===== src/rtl/matmul_pkg.sv =====
// Shared definitions for the sequential NxN matrix multiplier: FSM state encoding
// and the signed saturating width conversion used when MATMUL_SAT_EN is defined.
package matmul_pkg;

    typedef enum logic [1:0] {
        IDLE,
        CLEAR,
        COMPUTE,
        DONE
    } state_t;

    // Wide enough to carry any accumulator this block can be configured for.
    localparam int unsigned CONV_W = 64;

    function automatic logic signed [CONV_W-1:0] sat_conv(
        input logic signed [CONV_W-1:0] v,
        input int unsigned              out_w
    );
        logic signed [CONV_W-1:0] hi;
        logic signed [CONV_W-1:0] lo;
        hi = (64'sd1 <<< (out_w - 1)) - 64'sd1;
        lo = -(64'sd1 <<< (out_w - 1));
        if (v > hi) begin
            return hi;
        end
        if (v < lo) begin
            return lo;
        end
        return v;
    endfunction

endpackage


===== src/rtl/matmul_nxn_seq_lane.sv =====
// One signed DW x DW multiply-accumulate lane; sum presents acc + a*b combinationally
// so the row-final value can be stored in the same cycle the accumulator clears.
module matmul_lane #(
    parameter int unsigned DW    = 8,
    parameter int unsigned ACC_W = 19
) (
    input  logic             clk,
    input  logic             rst,
    input  logic             clr,
    input  logic             en,
    input  logic [DW-1:0]    a,
    input  logic [DW-1:0]    b,
    output logic [ACC_W-1:0] sum
);

    logic [ACC_W-1:0] acc;
    logic [2*DW-1:0]  prod;

    // Sign-extended operands: the low 2*DW bits of the product are the signed product.
    assign prod = {{DW{a[DW-1]}}, a} * {{DW{b[DW-1]}}, b};
    assign sum  = acc + {{(ACC_W-2*DW){prod[2*DW-1]}}, prod};

    always_ff @(posedge clk) begin
        if (!rst) begin
            acc <= '0;
        end else if (clr) begin
            acc <= '0;
        end else if (en) begin
            acc <= sum;
        end
    end

endmodule


===== src/rtl/matmul_nxn_seq.sv =====
// Sequential NxN signed matrix multiplier with N parallel MAC lanes (one per C column).
// Define MATMUL_SAT_EN for clamping result conversion with sticky ovf; default wraps.
module matmul_nxn_seq
    import matmul_pkg::*;
#(
    parameter int unsigned N     = 8,
    parameter int unsigned DW    = 8,
    parameter int unsigned OUT_W = 16
) (
    input  logic                  clk,
    input  logic                  rst,
    input  logic                  wr_en,
    input  logic                  wr_sel,
    input  logic [2*$clog2(N)-1:0] wr_addr,
    input  logic [DW-1:0]         wr_data,
    input  logic                  start,
    input  logic [2*$clog2(N)-1:0] rd_addr,
    output logic [OUT_W-1:0]      rd_data,
    output logic                  busy,
    output logic                  done,
    output logic                  ovf
);

    localparam int unsigned AW    = $clog2(N);
    localparam int unsigned ACC_W = 2 * DW + AW;
    localparam logic [AW-1:0] LAST = AW'(N - 1);

    state_t state_q, state_d;

    logic [AW-1:0]    i_q, k_q;
    logic [DW-1:0]    a_mem [N][N];
    logic [DW-1:0]    b_mem [N][N];
    logic [OUT_W-1:0] c_mem [N][N];

    logic [ACC_W-1:0] lane_sum [N];
    logic [OUT_W-1:0] c_next   [N];

    logic compute, row_end, lane_clr;
    logic [AW-1:0] wr_row, wr_col, rd_row, rd_col;

    assign wr_row = wr_addr[2*AW-1:AW];
    assign wr_col = wr_addr[AW-1:0];
    assign rd_row = rd_addr[2*AW-1:AW];
    assign rd_col = rd_addr[AW-1:0];

    assign compute  = (state_q == COMPUTE);
    assign row_end  = compute && (k_q == LAST);
    assign lane_clr = (state_q == CLEAR) || row_end;
    assign busy     = (state_q == CLEAR) || compute;
    assign done     = (state_q == DONE);

    always_ff @(posedge clk) begin
        if (!rst) begin
            state_q <= IDLE;
        end else begin
            state_q <= state_d;
        end
    end

    always_comb begin
        state_d = state_q;
        case (state_q)
            IDLE:    if (start) state_d = CLEAR;
            CLEAR:   state_d = COMPUTE;
            COMPUTE: if ((i_q == LAST) && (k_q == LAST)) state_d = DONE;
            DONE:    state_d = IDLE;
            default: state_d = IDLE;
        endcase
    end

    always_ff @(posedge clk) begin
        if (!rst) begin
            i_q <= '0;
            k_q <= '0;
        end else if (state_q == CLEAR) begin
            i_q <= '0;
            k_q <= '0;
        end else if (compute) begin
            k_q <= k_q + 1'b1;
            if (k_q == LAST) begin
                i_q <= i_q + 1'b1;
            end
        end
    end

    for (genvar j = 0; j < N; j++) begin : g_lane
        matmul_lane #(
            .DW    (DW),
            .ACC_W (ACC_W)
        ) u_lane (
            .clk (clk),
            .rst (rst),
            .clr (lane_clr),
            .en  (compute),
            .a   (a_mem[i_q][k_q]),
            .b   (b_mem[k_q][j]),
            .sum (lane_sum[j])
        );
    end

`ifdef MATMUL_SAT_EN
    logic [N-1:0]             clamp;
    logic signed [CONV_W-1:0] ext [N];
    logic signed [CONV_W-1:0] cv  [N];

    always_comb begin
        clamp = '0;
        for (int unsigned j = 0; j < N; j++) begin
            ext[j]    = CONV_W'($signed(lane_sum[j]));
            cv[j]     = sat_conv(ext[j], OUT_W);
            c_next[j] = cv[j][OUT_W-1:0];
            clamp[j]  = (cv[j] != ext[j]);
        end
    end

    always_ff @(posedge clk) begin
        if (!rst) begin
            ovf <= 1'b0;
        end else if (state_q == CLEAR) begin
            ovf <= 1'b0;
        end else if (row_end && (|clamp)) begin
            ovf <= 1'b1;
        end
    end
`else
    logic unused_sum;

    always_comb begin
        unused_sum = 1'b0;
        for (int unsigned j = 0; j < N; j++) begin
            c_next[j]  = lane_sum[j][OUT_W-1:0];
            unused_sum = unused_sum ^ (^lane_sum[j]);
        end
    end

    assign ovf = 1'b0;
`endif

    always_ff @(posedge clk) begin
        if (!rst) begin
            for (int unsigned r = 0; r < N; r++) begin
                for (int unsigned c = 0; c < N; c++) begin
                    a_mem[r][c] <= '0;
                    b_mem[r][c] <= '0;
                    c_mem[r][c] <= '0;
                end
            end
        end else begin
            if ((state_q == IDLE) && wr_en) begin
                if (wr_sel) begin
                    b_mem[wr_row][wr_col] <= wr_data;
                end else begin
                    a_mem[wr_row][wr_col] <= wr_data;
                end
            end
            if (row_end) begin
                for (int unsigned j = 0; j < N; j++) begin
                    c_mem[i_q][j] <= c_next[j];
                end
            end
        end
    end

    // Keyed on the next state so the port is already zero in the first busy cycle.
    always_ff @(posedge clk) begin
        if (!rst) begin
            rd_data <= '0;
        end else if ((state_d == IDLE) || (state_d == DONE)) begin
            rd_data <= c_mem[rd_row][rd_col];
        end else begin
            rd_data <= '0;
        end
    end

endmodule


===== config.mk =====
export PLATFORM = sky130hd
export DESIGN_NAME = matmul_nxn_seq
export DESIGN_NICKNAME = d
export VERILOG_FILES = /design/src/rtl/matmul_pkg.sv /design/src/rtl/matmul_nxn_seq_lane.sv /design/src/rtl/matmul_nxn_seq.sv
export SDC_FILE = /design/constraint.sdc
export NUM_CORES = 2
export LEC_CHECK = 0
export ABC_AREA = 1
export ABC_CLOCK_PERIOD_IN_PS = 20100
export BUFFER_PORTS_ARGS = -buffer_cell sky130_fd_sc_hd__buf_2
export CAP_MARGIN = 20
export CORE_ASPECT_RATIO = 1.1
export CORE_UTILIZATION = 55
export CTS_BUF_LIST = sky130_fd_sc_hd__clkbuf_16
export CTS_CLUSTER_DIAMETER = 100
export DETAILED_ROUTE_END_ITERATION = 10
export PLACE_DENSITY = 0.71
export SYNTH_ARGS = -nofsm -noshare
export SYNTH_HDL_FRONTEND = slang
export SYNTH_SLANG_ARGS = --single-unit

===== constraint.sdc =====
create_clock -name clk -period 20.1 [get_ports clk]
set_input_delay 4.02 -clock clk [delete_from_list [all_inputs] [get_ports clk]]
set_output_delay 4.02 -clock clk [all_outputs]
set_load 0.02 [all_outputs]

==> summary.txt <==
Status: finished clean
Final Skew: 0.0747 ns
Min-Delay Path Class: flip-flop to flip-flop
Critical Path AT: 10.82 ns
CP dominant cell by count: nand2_1
Core area: 0.224 mm^2
CTS tree: yes
Max Root-Sink Buffers: 3
Fmax: 97.5 MHz
Mean cell area of the mapped netlist: 9.14 um^2
Root Buffer: clkbuf_16
Hpwl dp: 218000 um
Worst Path Max Fanout: 95
Initial antenna violation count: 5
Crit Path Class: flip-flop to flip-flop
Vias: 95800
Antenna Violating Nets Remaining: 0
Drt pass-1 iters: 7
Starting Density: 55.4%
Worst setup EP type: flip-flop
Mapped Area: 0.124 mm^2
Clock-pin slew on the worst setup and hold paths: 0.06 ns
Iteration-0 DRC Markers: 11300
Worst slew margin: 21.0%
First-pass GRT wire length: 541000 um
Die X: 455 um
Commonest non-fill, non-tap cell in the layout: nand2_1
Syn nets: 14400
Ys Warns: 0
Clk Latency, worst-skew pair: 0.91 ns
# fillers: 18900
Top_reg_cell synth: edfxtp_1
FF+latch area: 0.0647 mm^2
Largest net degree at the start of global routing: 160
Wire per inst: 21.7 um
Die Area: 0.227 mm^2
Synth-to-layout area growth: 6.85%
# H-tree levels: 4
Endpoints failing setup: 0
Most frequent cells in the layout: 2731 x nand2_1, 2703 x nor2_1, 2048 x edfxtp_1
RSZ-0062 raised after global routing: false
Routed Wire Length: 354000 um
Congestion Overflow GR: 0
TNS Setup: 0 ns
Max Cap Viol: 0
Post-CTS Setup Inserts: 0
Worst path slowest cell: buf_4
Synth async-reset ratio: 0%
Gp weighted congestion: 0.890
Hold Startpoint: g_lane[5].u_lane.acc[0]$_SDFFE_PP0P_
Rows: 182
Io pins: 44
Post-CTS sizing: 0
TritonCTS Sinks: 2206
Vias in the first global route: 93600
Area of the multi-input gates: 0.0513 mm^2
FF+latch count, synth: 2206
Max-slew violations: 0
Max incr delay on CP: 0.77 ns
Worst slew pin tran: 1.18 ns
Post-synth EDFFs: 2048
Residual DRC: 0
Synthesized instance count: 13600
Die Y: 500 um
Util after Layout: 59.2%
Final nets: 14000
Synth unique cells: 50
Gr usage total: 30.9%
Routed vias/inst: 5.89
Post-cts hold buffer count: 0
Critical path required time: 20.67 ns
Post-synthesis sequential area ratio: 52.1%
CTS Buf Count: 218
Share of post-route cells with drive strength above 1: 4.39%
Port bufs: 42
Minimum clock period: 10.25 ns
Final hold vios: 0
Crit path launch type: flip-flop
Fin crit share: 51.0%
[final timing paths]
path / cells past startpoint / slack (ns) / end
worst max register to register: 37 / 9.85 / c_mem[3][127]$_SDFFCE_PN0P_
worst max-delay path: 37 / 9.85 / c_mem[3][127]$_SDFFCE_PN0P_
worst min register to register: 2 / 0.47 / g_lane[5].u_lane.acc[0]$_SDFFE_PP0P_
worst min-delay path: 2 / 0.47 / g_lane[5].u_lane.acc[0]$_SDFFE_PP0P_
[routing by layer]
| metal | GRT usage [%] | share of wire [%] | vias to the layer above |
|---|---|---|---|
| met1 | 40.8 | 38 | 45900 |
| met4 | 13.9 | 4.8 | 8 |
| met2 | 50.8 | 47 | 5106 |
| met5 | 0 | 0.016 | - |
| li1 | - | - | 43800 |
| met3 | 4.35 | 9.5 | 952 |
[cells in the mapped netlist, types with 7 or more instances]
| cell | n | area [um^2] |
|---|---|---|
| nand2_1 | 2747 | 10300 |
| nor2_1 | 2705 | 10200 |
| edfxtp_1 | 2048 | 61500 |
| inv_1 | 1196 | 4490 |
| nand3_1 | 1040 | 5200 |
| a21oi_1 | 741 | 3710 |
| o21ai_0 | 533 | 2670 |
| clkbuf_1 | 523 | 1960 |
| fa_1 | 448 | 8970 |
| ha_1 | 360 | 4500 |
| buf_2 | 176 | 881 |
| o22ai_1 | 175 | 1090 |
| dfxtp_1 | 158 | 3160 |
| xnor2_1 | 91 | 797 |
| xor2_1 | 87 | 762 |
| buf_1 | 70 | 263 |
| o211ai_1 | 62 | 465 |
| a32o_1 | 48 | 480 |
| and2_1 | 44 | 275 |
| o21a_1 | 40 | 300 |
| o21ai_1 | 38 | 190 |
| buf_4 | 37 | 278 |
| buf_6 | 32 | 360 |
| clkinv_1 | 22 | 82.6 |
| nand2_2 | 22 | 138 |
| a21o_1 | 19 | 143 |
| nor3_1 | 19 | 95.1 |
| nand3b_1 | 15 | 113 |
| nand4_1 | 9 | 56.3 |
| a21boi_0 | 8 | 60.1 |
| nor4_1 | 8 | 50.1 |
| o21bai_1 | 7 | 52.6 |
[area by class of cell]
cell class,count,area share (%)
antenna,1,0.00189
clock buffer,220,4.16
clock inverter,189,1.02
inverter,1226,3.51
multi-input combinational,9302,38.7
sequential,2206,48.8
tap,2944,2.78
timing repair buffer,179,1.03
[state kept, by name, summed over array words and instances, names as in the netlist, named ones only]
register           flops
a_mem                512
b_mem                512
c_mem               1024
g_lane.u_lane.acc    128
i_q                    3
k_q                    3
rd_data               16
state_q                2
[worst max-delay path: cells and delay by family, from the launching register on]
family / cells / cell delay (ns)
AO/OA/AOI/OAI: 4 / 0.65
XOR/XNOR: 1 / 0.15
adder cells (fa/ha/maj): 6 / 2.68
buffers and inverters: 8 / 2.61
flip-flops: 1 / 0.54
AND/OR/NAND/NOR: 18 / 3.12
[stage by stage]
step | cells | hold slack, ns | setup slack [ns] | area, um^2
final | 16300 | 0.471 | 9.85 | 132000
after global routing | 16300 | 0.492 | 9.08 | 132000
after CTS | 16300 | 0.475 | 9.97 | 132000
after detailed placement | 15900 | 0.461 | 10.00 | 126000
after global placement | 15900 | 0.453 | 10.26 | 126000
after floorplan | 13600 | 0.445 | 11.84 | 124000
[logic make-up after synthesis]
group | count (synthesis) | synth area share, %
buffers and inverters | 2064 | 6.74
AOI/OAI and AO/OA | 1689 | 7.55
other | 1 | 0.00302
xor gates and xnor gates | 178 | 1.26
and+or+nand+nor | 6626 | 21.4
DFF | 2206 | 52.1
adders and majority gates | 808 | 10.9
Power is not shown: default switching activity piles up to over one toggle a cycle in this logic, so the estimate is an artifact.
